File: config.mk
export PLATFORM = sky130hd
export DESIGN_NAME = multi_cycle_mod_reducer
export DESIGN_NICKNAME = d
export VERILOG_FILES = /design/src/rtl/multi_cycle_mod_reducer_pkg.sv /design/src/rtl/multi_cycle_mod_reducer_limb_sub.sv /design/src/rtl/multi_cycle_mod_reducer.sv
export SDC_FILE = /design/constraint.sdc
export NUM_CORES = 2
export LEC_CHECK = 0
export BUFFER_PORTS_ARGS = -buffer_cell sky130_fd_sc_hd__buf_2
export CORE_ASPECT_RATIO = 1.4
export CORE_MARGIN = 2
export CORE_UTILIZATION = 40
export CTS_CLUSTER_DIAMETER = 60
export DETAILED_ROUTE_END_ITERATION = 7
export GPL_TIMING_DRIVEN = 0
export PLACE_DENSITY = 0.68
export SYNTH_ARGS = -nofsm -noshare
export SYNTH_HDL_FRONTEND = slang
export SYNTH_HIERARCHICAL = 1
export SYNTH_SLANG_ARGS = --single-unit
File: constraint.sdc
create_clock -name clk -period 44.9 [get_ports clk]
set_input_delay 8.98 -clock clk [delete_from_list [all_inputs] [get_ports clk]]
set_output_delay 8.98 -clock clk [all_outputs]
set_load 0.02 [all_outputs]
File: src/rtl/multi_cycle_mod_reducer_pkg.sv
// BN254 field parameters plus the limb-geometry helpers used by the
// multi-cycle final-reduction stage.
package PARAMS_BN254_d0;
    typedef logic [255:0] uint_fp_t;
    localparam uint_fp_t P =
        256'h30644e72e131a029b85045b68181585d97816a916871ca8d3c208c16d87cfd47;
endpackage

package multi_cycle_mod_reducer_pkg;
    import PARAMS_BN254_d0::*;

    localparam int FP_W = $bits(uint_fp_t);

    // Every limb is ceil(n/stages) wide except the top one, which takes what is left.
    function automatic int limb_width(input int n, input int stages);
        return (n + stages - 1) / stages;
    endfunction

    function automatic int top_limb_width(input int n, input int stages);
        return n - (stages - 1) * limb_width(n, stages);
    endfunction
endpackage

File: src/rtl/multi_cycle_mod_reducer_limb_sub.sv
// One limb of the rippled Z - P subtraction: a - b - borrow_in.
module mcr_limb_sub #(
    parameter int W = 8
) (
    input  logic [W-1:0] a_i,
    input  logic [W-1:0] b_i,
    input  logic         borrow_i,
    output logic [W-1:0] diff_o,
    output logic         borrow_o
);

    logic [W:0] full_w;

    // The extra top bit goes to 1 exactly when the limb result is negative.
    assign full_w = {1'b0, a_i} - {1'b0, b_i} - {{W{1'b0}}, borrow_i};
    assign {borrow_o, diff_o} = full_w;

endmodule

File: src/rtl/multi_cycle_mod_reducer.sv
// Pipelined Z mod P for 0 <= Z < 2P: one limb of Z - P per stage, borrow
// carried between stages, final borrow selects Z or Z - P into the output register.
module multi_cycle_mod_reducer
    import PARAMS_BN254_d0::*;
    import multi_cycle_mod_reducer_pkg::*;
#(
    parameter int LATENCY = 3,
    parameter int TAG_W   = 8
) (
    input  logic             clk,
    input  logic             rst,
    input  logic             en,
    input  logic             valid_i,
    input  uint_fp_t         Z_i,
    input  logic [TAG_W-1:0] tag_i,
    output logic             valid_o,
    output uint_fp_t         Z_o,
    output logic [TAG_W-1:0] tag_o
);

    localparam int N     = FP_W;
    localparam int L     = limb_width(N, LATENCY);
    localparam int TOP_W = top_limb_width(N, LATENCY);

    typedef struct packed {
        logic             valid;
        logic [TAG_W-1:0] tag;
        uint_fp_t         z;
        uint_fp_t         diff;
        logic             borrow;
    } stage_t;

    stage_t stage_out [LATENCY];

    for (genvar k = 0; k < LATENCY; k++) begin : g_stage
        localparam int LO = k * L;
        localparam int W  = (k == LATENCY - 1) ? TOP_W : L;

        stage_t     in_w;
        stage_t     stage_d;
        stage_t     stage_q;
        logic [W-1:0] diff_limb;
        logic         borrow_out;

        if (k == 0) begin : g_head
            assign in_w = '{valid: valid_i, tag: tag_i, z: Z_i, diff: '0, borrow: 1'b0};
        end else begin : g_body
            assign in_w = stage_out[k-1];
        end

        mcr_limb_sub #(
            .W(W)
        ) u_limb_sub (
            .a_i      (in_w.z[LO +: W]),
            .b_i      (P[LO +: W]),
            .borrow_i (in_w.borrow),
            .diff_o   (diff_limb),
            .borrow_o (borrow_out)
        );

        // The last stage turns its borrow into the select; earlier stages just accumulate limbs.
        always_comb begin
            stage_d = in_w;
            stage_d.diff[LO +: W] = diff_limb;
            stage_d.borrow = borrow_out;
            if (k == LATENCY - 1) begin
                stage_d.z = borrow_out ? in_w.z : stage_d.diff;
            end
        end

        always_ff @(posedge clk or posedge rst) begin
            if (rst) begin
                stage_q <= '0;
            end else if (en) begin
                stage_q <= stage_d;
            end
        end

        assign stage_out[k] = stage_q;
    end

    assign valid_o = stage_out[LATENCY-1].valid;
    assign Z_o     = stage_out[LATENCY-1].z;
    assign tag_o   = stage_out[LATENCY-1].tag;

endmodule

Yosys cells after proc, flatten, opt, wreduce, memory -nomap -nowiden. Index checks and enable logic that the tools add are counted.

Flip-flop bits (word level): 1055. Latch bits: 0. RAM bits: 0. ROM bits: 0. Bits of input ports: 268. Logic and storage cells: 19. Memories: 0.

Add/subtract/negate cells: 5. Multiply operators: 0. Divide/modulo/power cells: 0. $lt $le $gt $ge: 0. Eq/ne operators: 0. Shift operators: 0. Mux-type cells: 1. Bitwise gates (word level): 0. Reduce and logical (&&, ||, !) cells: 0.

Operators by type and width (count): $mux W256 (1); $sub A86 B85 Y87 const B (1); $sub A86 B86 Y87 const B (1); $sub A87 B1 Y87 (1); $sub A84 B82 Y85 const B (1); $sub A85 B1 Y85 (1).

Depth between registers and ports, before layout.
Depth after elaboration: 3. Mapped depth: 21. Gate-level depth less buffers: 18.

By module. Netlist, hierarchy kept.

By module, submodules not included: multi_cycle_mod_reducer (times used 1, cells an instance 2800, area each 42280.6 um^2); mcr_limb_sub at g_stage[0].u_limb_sub ... (times used 2, cells an instance 1118, area each 7260.7 um^2); mcr_limb_sub at g_stage[2].u_limb_sub (times used 1, cells an instance 1127, area each 7230.7 um^2).

Worst setup path before layout. OpenSTA, ideal clock, no wires.

Path kind: input to register. Start point: input port Z_i[0]. End point: register g_stage[0].stage_q[71] in the netlist's numbering. Library setup time: 0.125 ns. Arrival time: 12.641 ns. Required time: 44.775 ns. Path slack: 32.134 ns. Stages: 16. Cell sequence: fa_1 inv_1 ha_1 or2_2 fa_1 nand2b_1 a21oi_1 o211ai_1 a41oi_1 a31oi_1 a21oi_1 o41a_1 o21a_1 o221ai_1 xnor2_1 mux2_2.

Cells in the longest elaborated chain, start to end: 1.

Ends and longest elaborated chain: start: declaration (RTL line multi_cycle_mod_reducer.sv:14) `input uint_fp_t Z_i,`; $sub A86 B86 Y87 (RTL line multi_cycle_mod_reducer_limb_sub.sv:15) `assign full_w = {1'b0, a_i} - {1'b0, b_i} - {{W{1'b0}}, borrow_i};`; via g_stage[0].diff_limb[70] (RTL line multi_cycle_mod_reducer.sv:42) `logic [W-1:0] diff_limb;`; end signal: assignment (RTL line multi_cycle_mod_reducer.sv:75) `stage_q <= stage_d;`; end: declaration (RTL line multi_cycle_mod_reducer.sv:41) `stage_t stage_q;`.

The timed path passes the listed nets, and every way through them passes these cells. A chain may end at the register's enable or synchronous reset.

Final worst setup path. Same ends and word-level chain as after synthesis.

==> impl_summary.md <==
Outcome
The run finished with clean final reports.

STA
The count of endpoints failing hold in the final timing report is 0. Setup repair after global routing left no endpoint under its margin. The ratio of final minimum period to clock period is roughly 30%. The final number of max-transition violations is 0.

The count of final setup violators is 0. The accumulated negative setup slack is 0 ps. The clock period minus worst slack is around 14000 ps. The headroom to the max-slew limit is roughly a quarter.

The slew at the pin closest to its max-slew limit is 1120 ps. The achievable clock frequency is 0.0730 GHz. The clock arrives with between 30 and 40 ps of skew.

Synth
The post-synthesis area per instance is approximately 10 um2. For this run, the register share of the synthesized area comes to 41.2%. Counting flops with a built-in enable in the synthesized netlist gives 0. For this run, the leading register cell type out of synthesis is dfrtp_1.

The number of standard cells after synthesis is between 6000 and 7000. The count of state elements after synthesis is 1055. The number of different library cells used by synthesis comes to 94. The synthesized netlist occupies a cell area of 64000 um2. The number of warnings reported in the yosys synthesis log is 6. For this run, asynchronously set or reset flops after synthesis account for 100%.

Global routing
The via count of the first global-routing pass is ~49000. The total overflow reported by the global router is 0. The first-pass GRT wire length is about 280000 um.

The initial antenna violation count is 34. Entering global routing, the biggest net connects between 100 and 150 pins. Global routing consumed, over all layers together, 21.8% of the routing resources.

Floorplan
The floorplan step set the die height to ~480 um. 533 I/O pins were placed. The core region area is ~160000 um2. The starting density of the core is roughly 40%. The total number of placement rows is approximately 170. The die is 342 um wide. The die area is ~160000 um2.

Clock network
The CTS tree is done. The post-cts sizing count is 0. The maximum clock path buffer count is 3.

After clock tree synthesis, the clock-pin slew on the worst setup and hold paths is about 70 ps. The post-CTS setup-driven buffer insertion count is 0. Clock tree synthesis inserted a total of about 120 buffers. The H-tree depth is 3. The tree is rooted in a clkbuf_16. The clock drives roughly 1100 sinks. The cts-stage hold buffer count is 0. The latest clock arrival within the worst-skew pair is between 700 and 800 ps.

Pwr
The register share of total power is a little over a third. The clock network fraction of design power is about a quarter. Of the total power, combinational logic draws 39.0%. Summed over all nets, the switching power comes to 1500 uW. The fraction of power spent switching nets is between 30% and 40%.

VDD sags by at most about 0.000045 V. The total power density per cell area is 53.0 nW/um2. In this run the static leakage power is 0.0362 uW. The cell internal power dissipation is between 2000 and 2500 uW.

Hold path
The startpoint identified for the worst hold timing path is tag_o[2]$_DFFE_PP0P_. The class of the tightest hold or removal check is register to register. The worst hold path terminates at tag_o[2]$_DFFE_PP0P_. The cell depth of the worst hold path is 1.

Placed design
Summing all placed instances gives a cell area of a little over 70000 um2. The placed wire-length estimate is ~140000 um. At the end of routability-driven placement, the weighted congestion stood at 0.936. The count of buffers added on input and output ports is between 500 and 600.

Worst setup path
The required time of the critical path is roughly 46000 ps. For the worst flop-to-flop path, the logic depth is 20. The capture point of the worst reg-to-reg path is Z_o[85]$_DFFE_PP0P_. The arrival time at the worst endpoint is between 10000 and 15000 ps. The worst register-to-register path begins at g_stage[1].stage_q[429]$_DFFE_PP0P_. The critical path in this run is classified as input pin to register.

Along the worst path, the maximum fanout reaches 5. The element type at the critical path end is a register. STA classifies the critical path startpoint as an input pin. Across all register-to-register paths, the minimum setup slack is 38390 ps.

Flow run
The reported max-cap violation count is 0.

Final layout
The net total in the final layout is 7855. The synthesis-to-layout area growth is 16.6%. The post-route netlist has about 25% of its cells at a drive strength greater than 1. In the final layout, the multi-input gates occupy between 30000 and 40000 um2. Summing all flip-flop and latch instances after layout gives about 26000 um2. The total of fill cells in the finished design is between 10000 and 15000. The post-layout utilization of the core is a little under half.

The final standard cell area without fillers is 74700 um2.

Detailed routing
The detailed-route wire length is 180000 um. Summing over every cut layer, the via total after detailed routing is 47500. In this run, the number of DRC markers left after iteration 0 of detailed routing was 2468. The number of design rule violations left after detail routing is 0. The residual antenna-violating net count after detailed routing is 0.

The average routed wire per standard cell is between 15 and 20 um. The via count normalized by instance count is 5.12. The pre-antenna-repair detailed-routing pass consisted of 5 iterations.
[cells by family after synthesis]
| logic type | count (synthesis) | share of synthesized area, % |
|---|---|---|
| AO/OA/AOI/OAI | 1177 | 11.2 |
| adder cells (fa/ha/maj) | 512 | 10.1 |
| multiplexers | 1058 | 19.6 |
| AND/OR/NAND/NOR | 995 | 7.16 |
| flip-flops | 1055 | 41.2 |
| other | 2 | 0.0117 |
| buffers and inverters | 1114 | 7.30 |
| XOR/XNOR | 250 | 3.42 |
[cell usage in the layout, fill, tap and decap left out, types with 250 or more instances in the layout]
cell type,n
a21oi_1,587
buf_2,664
conb_1,257
dfrtp_1,1055
ha_1,506
inv_1,840
mux2_2,548
mux2_4,250
mux2i_1,257
nor2_1,418
[registers in the layout (all words and copies together) (netlist names)]
name,count
valid_o,1
Z_o,256
tag_o,8
g_stage.stage_q,790
[per-stage QoR]
stage	power [uW]	cells	worst slack (ps)	hold slack, ps
3_5_place_dp	2940	9057	30490	472
5_1_grt	4200	9275	31130	503
2_1_floorplan	2450	6418	6220	460
3_3_place_gp	2920	9049	-4230	470
4_1_cts	3990	9273	31330	489
6_report	3950	9276	31210	485
[worst max path at each step]
stage           start                                   to
2_1_floorplan     rst                   Z_o[0]$_DFFE_PP0P_
3_3_place_gp      rst  g_stage[0].stage_q[490]$_DFFE_PP0P_
3_5_place_dp   Z_i[0]    g_stage[0].stage_q[0]$_DFFE_PP0P_
4_1_cts        Z_i[0]    g_stage[0].stage_q[0]$_DFFE_PP0P_
5_1_grt        Z_i[0]   g_stage[0].stage_q[83]$_DFFE_PP0P_
6_report       Z_i[0]   g_stage[0].stage_q[71]$_DFFE_PP0P_
[power groups by stage]
| stage | Sequential, uW | Combinational, uW | Clock [uW] |
|---|---|---|---|
| final | 1380 | 1540 | 1030 |
| after global routing | 1420 | 1700 | 1090 |
| after CTS | 1380 | 1550 | 1050 |
| after detailed placement | 1400 | 1540 | 0 |
| after global placement | 1400 | 1520 | 0 |
| after floorplan | 1480 | 970 | 0 |
[synthesized netlist by cell type, types with 14 or more instances]
cell      instances  area share [%]
mux2_2          548             9.6
inv_1           841             4.9
or2_2            17            0.17
buf_2           133             1.0
o31ai_1          15            0.18
o21ai_0         167             1.3
a21oi_1         587             4.6
dfrtp_1        1055              41
nand3_1          29            0.23
a31oi_1          28            0.27
nor4_1           14            0.14
mux2_4          250             5.9
clkbuf_1         86            0.50
o21a_1           21            0.25
nand2_1         247             1.4
o21bai_1         57            0.67
mux2i_1         257             4.0
nor2b_1          25            0.24
or3_1            14            0.14
ha_1            506             9.9
a21o_1          134             1.6
nor3_1           48            0.38
xor2_1          100             1.4
buf_6            35            0.62
nor2_1          418             2.5
o211ai_1         16            0.19
o221ai_1         15            0.21
nand4_1          94            0.92
and3_1           14            0.14
xnor2_1         150             2.1
nand2b_1         23            0.22
[routing by layer]
metal	vias up	GRT usage (%)	share of wire, %
met5	-	0	0.17
met1	23200	26.7	42
met3	336	5.35	6.9
met4	48	7.91	3.5
li1	22700	-	-
met2	1196	37.1	48
[cell type report]
class | instances | share of cell area (%)
diodes | 3 | 0.0101
well taps | 2100 | 3.52
clock buffers | 150 | 4.33
clock inverters | 66 | 1.24
repair buffers | 539 | 3.85
multi-input cells | 4249 | 45.4
flip-flops and latches | 1055 | 35.4
inverters | 841 | 4.24
plain buffers | 273 | 2.03
[worst max-delay path: stages]
cell and delay [ps]:
buf_2 140, fa_1 560, inv_1 60, ha_1 180
or2_2 290, fa_1 400, nand2b_1 160, a21oi_1 270
o211ai_1 290, a41oi_1 450, a31oi_1 340, a21oi_1 730
o41a_1 580, o21a_1 330, o221ai_1 170, xnor2_1 150
mux2_2 260
Power figures use the tool's default switching activity.
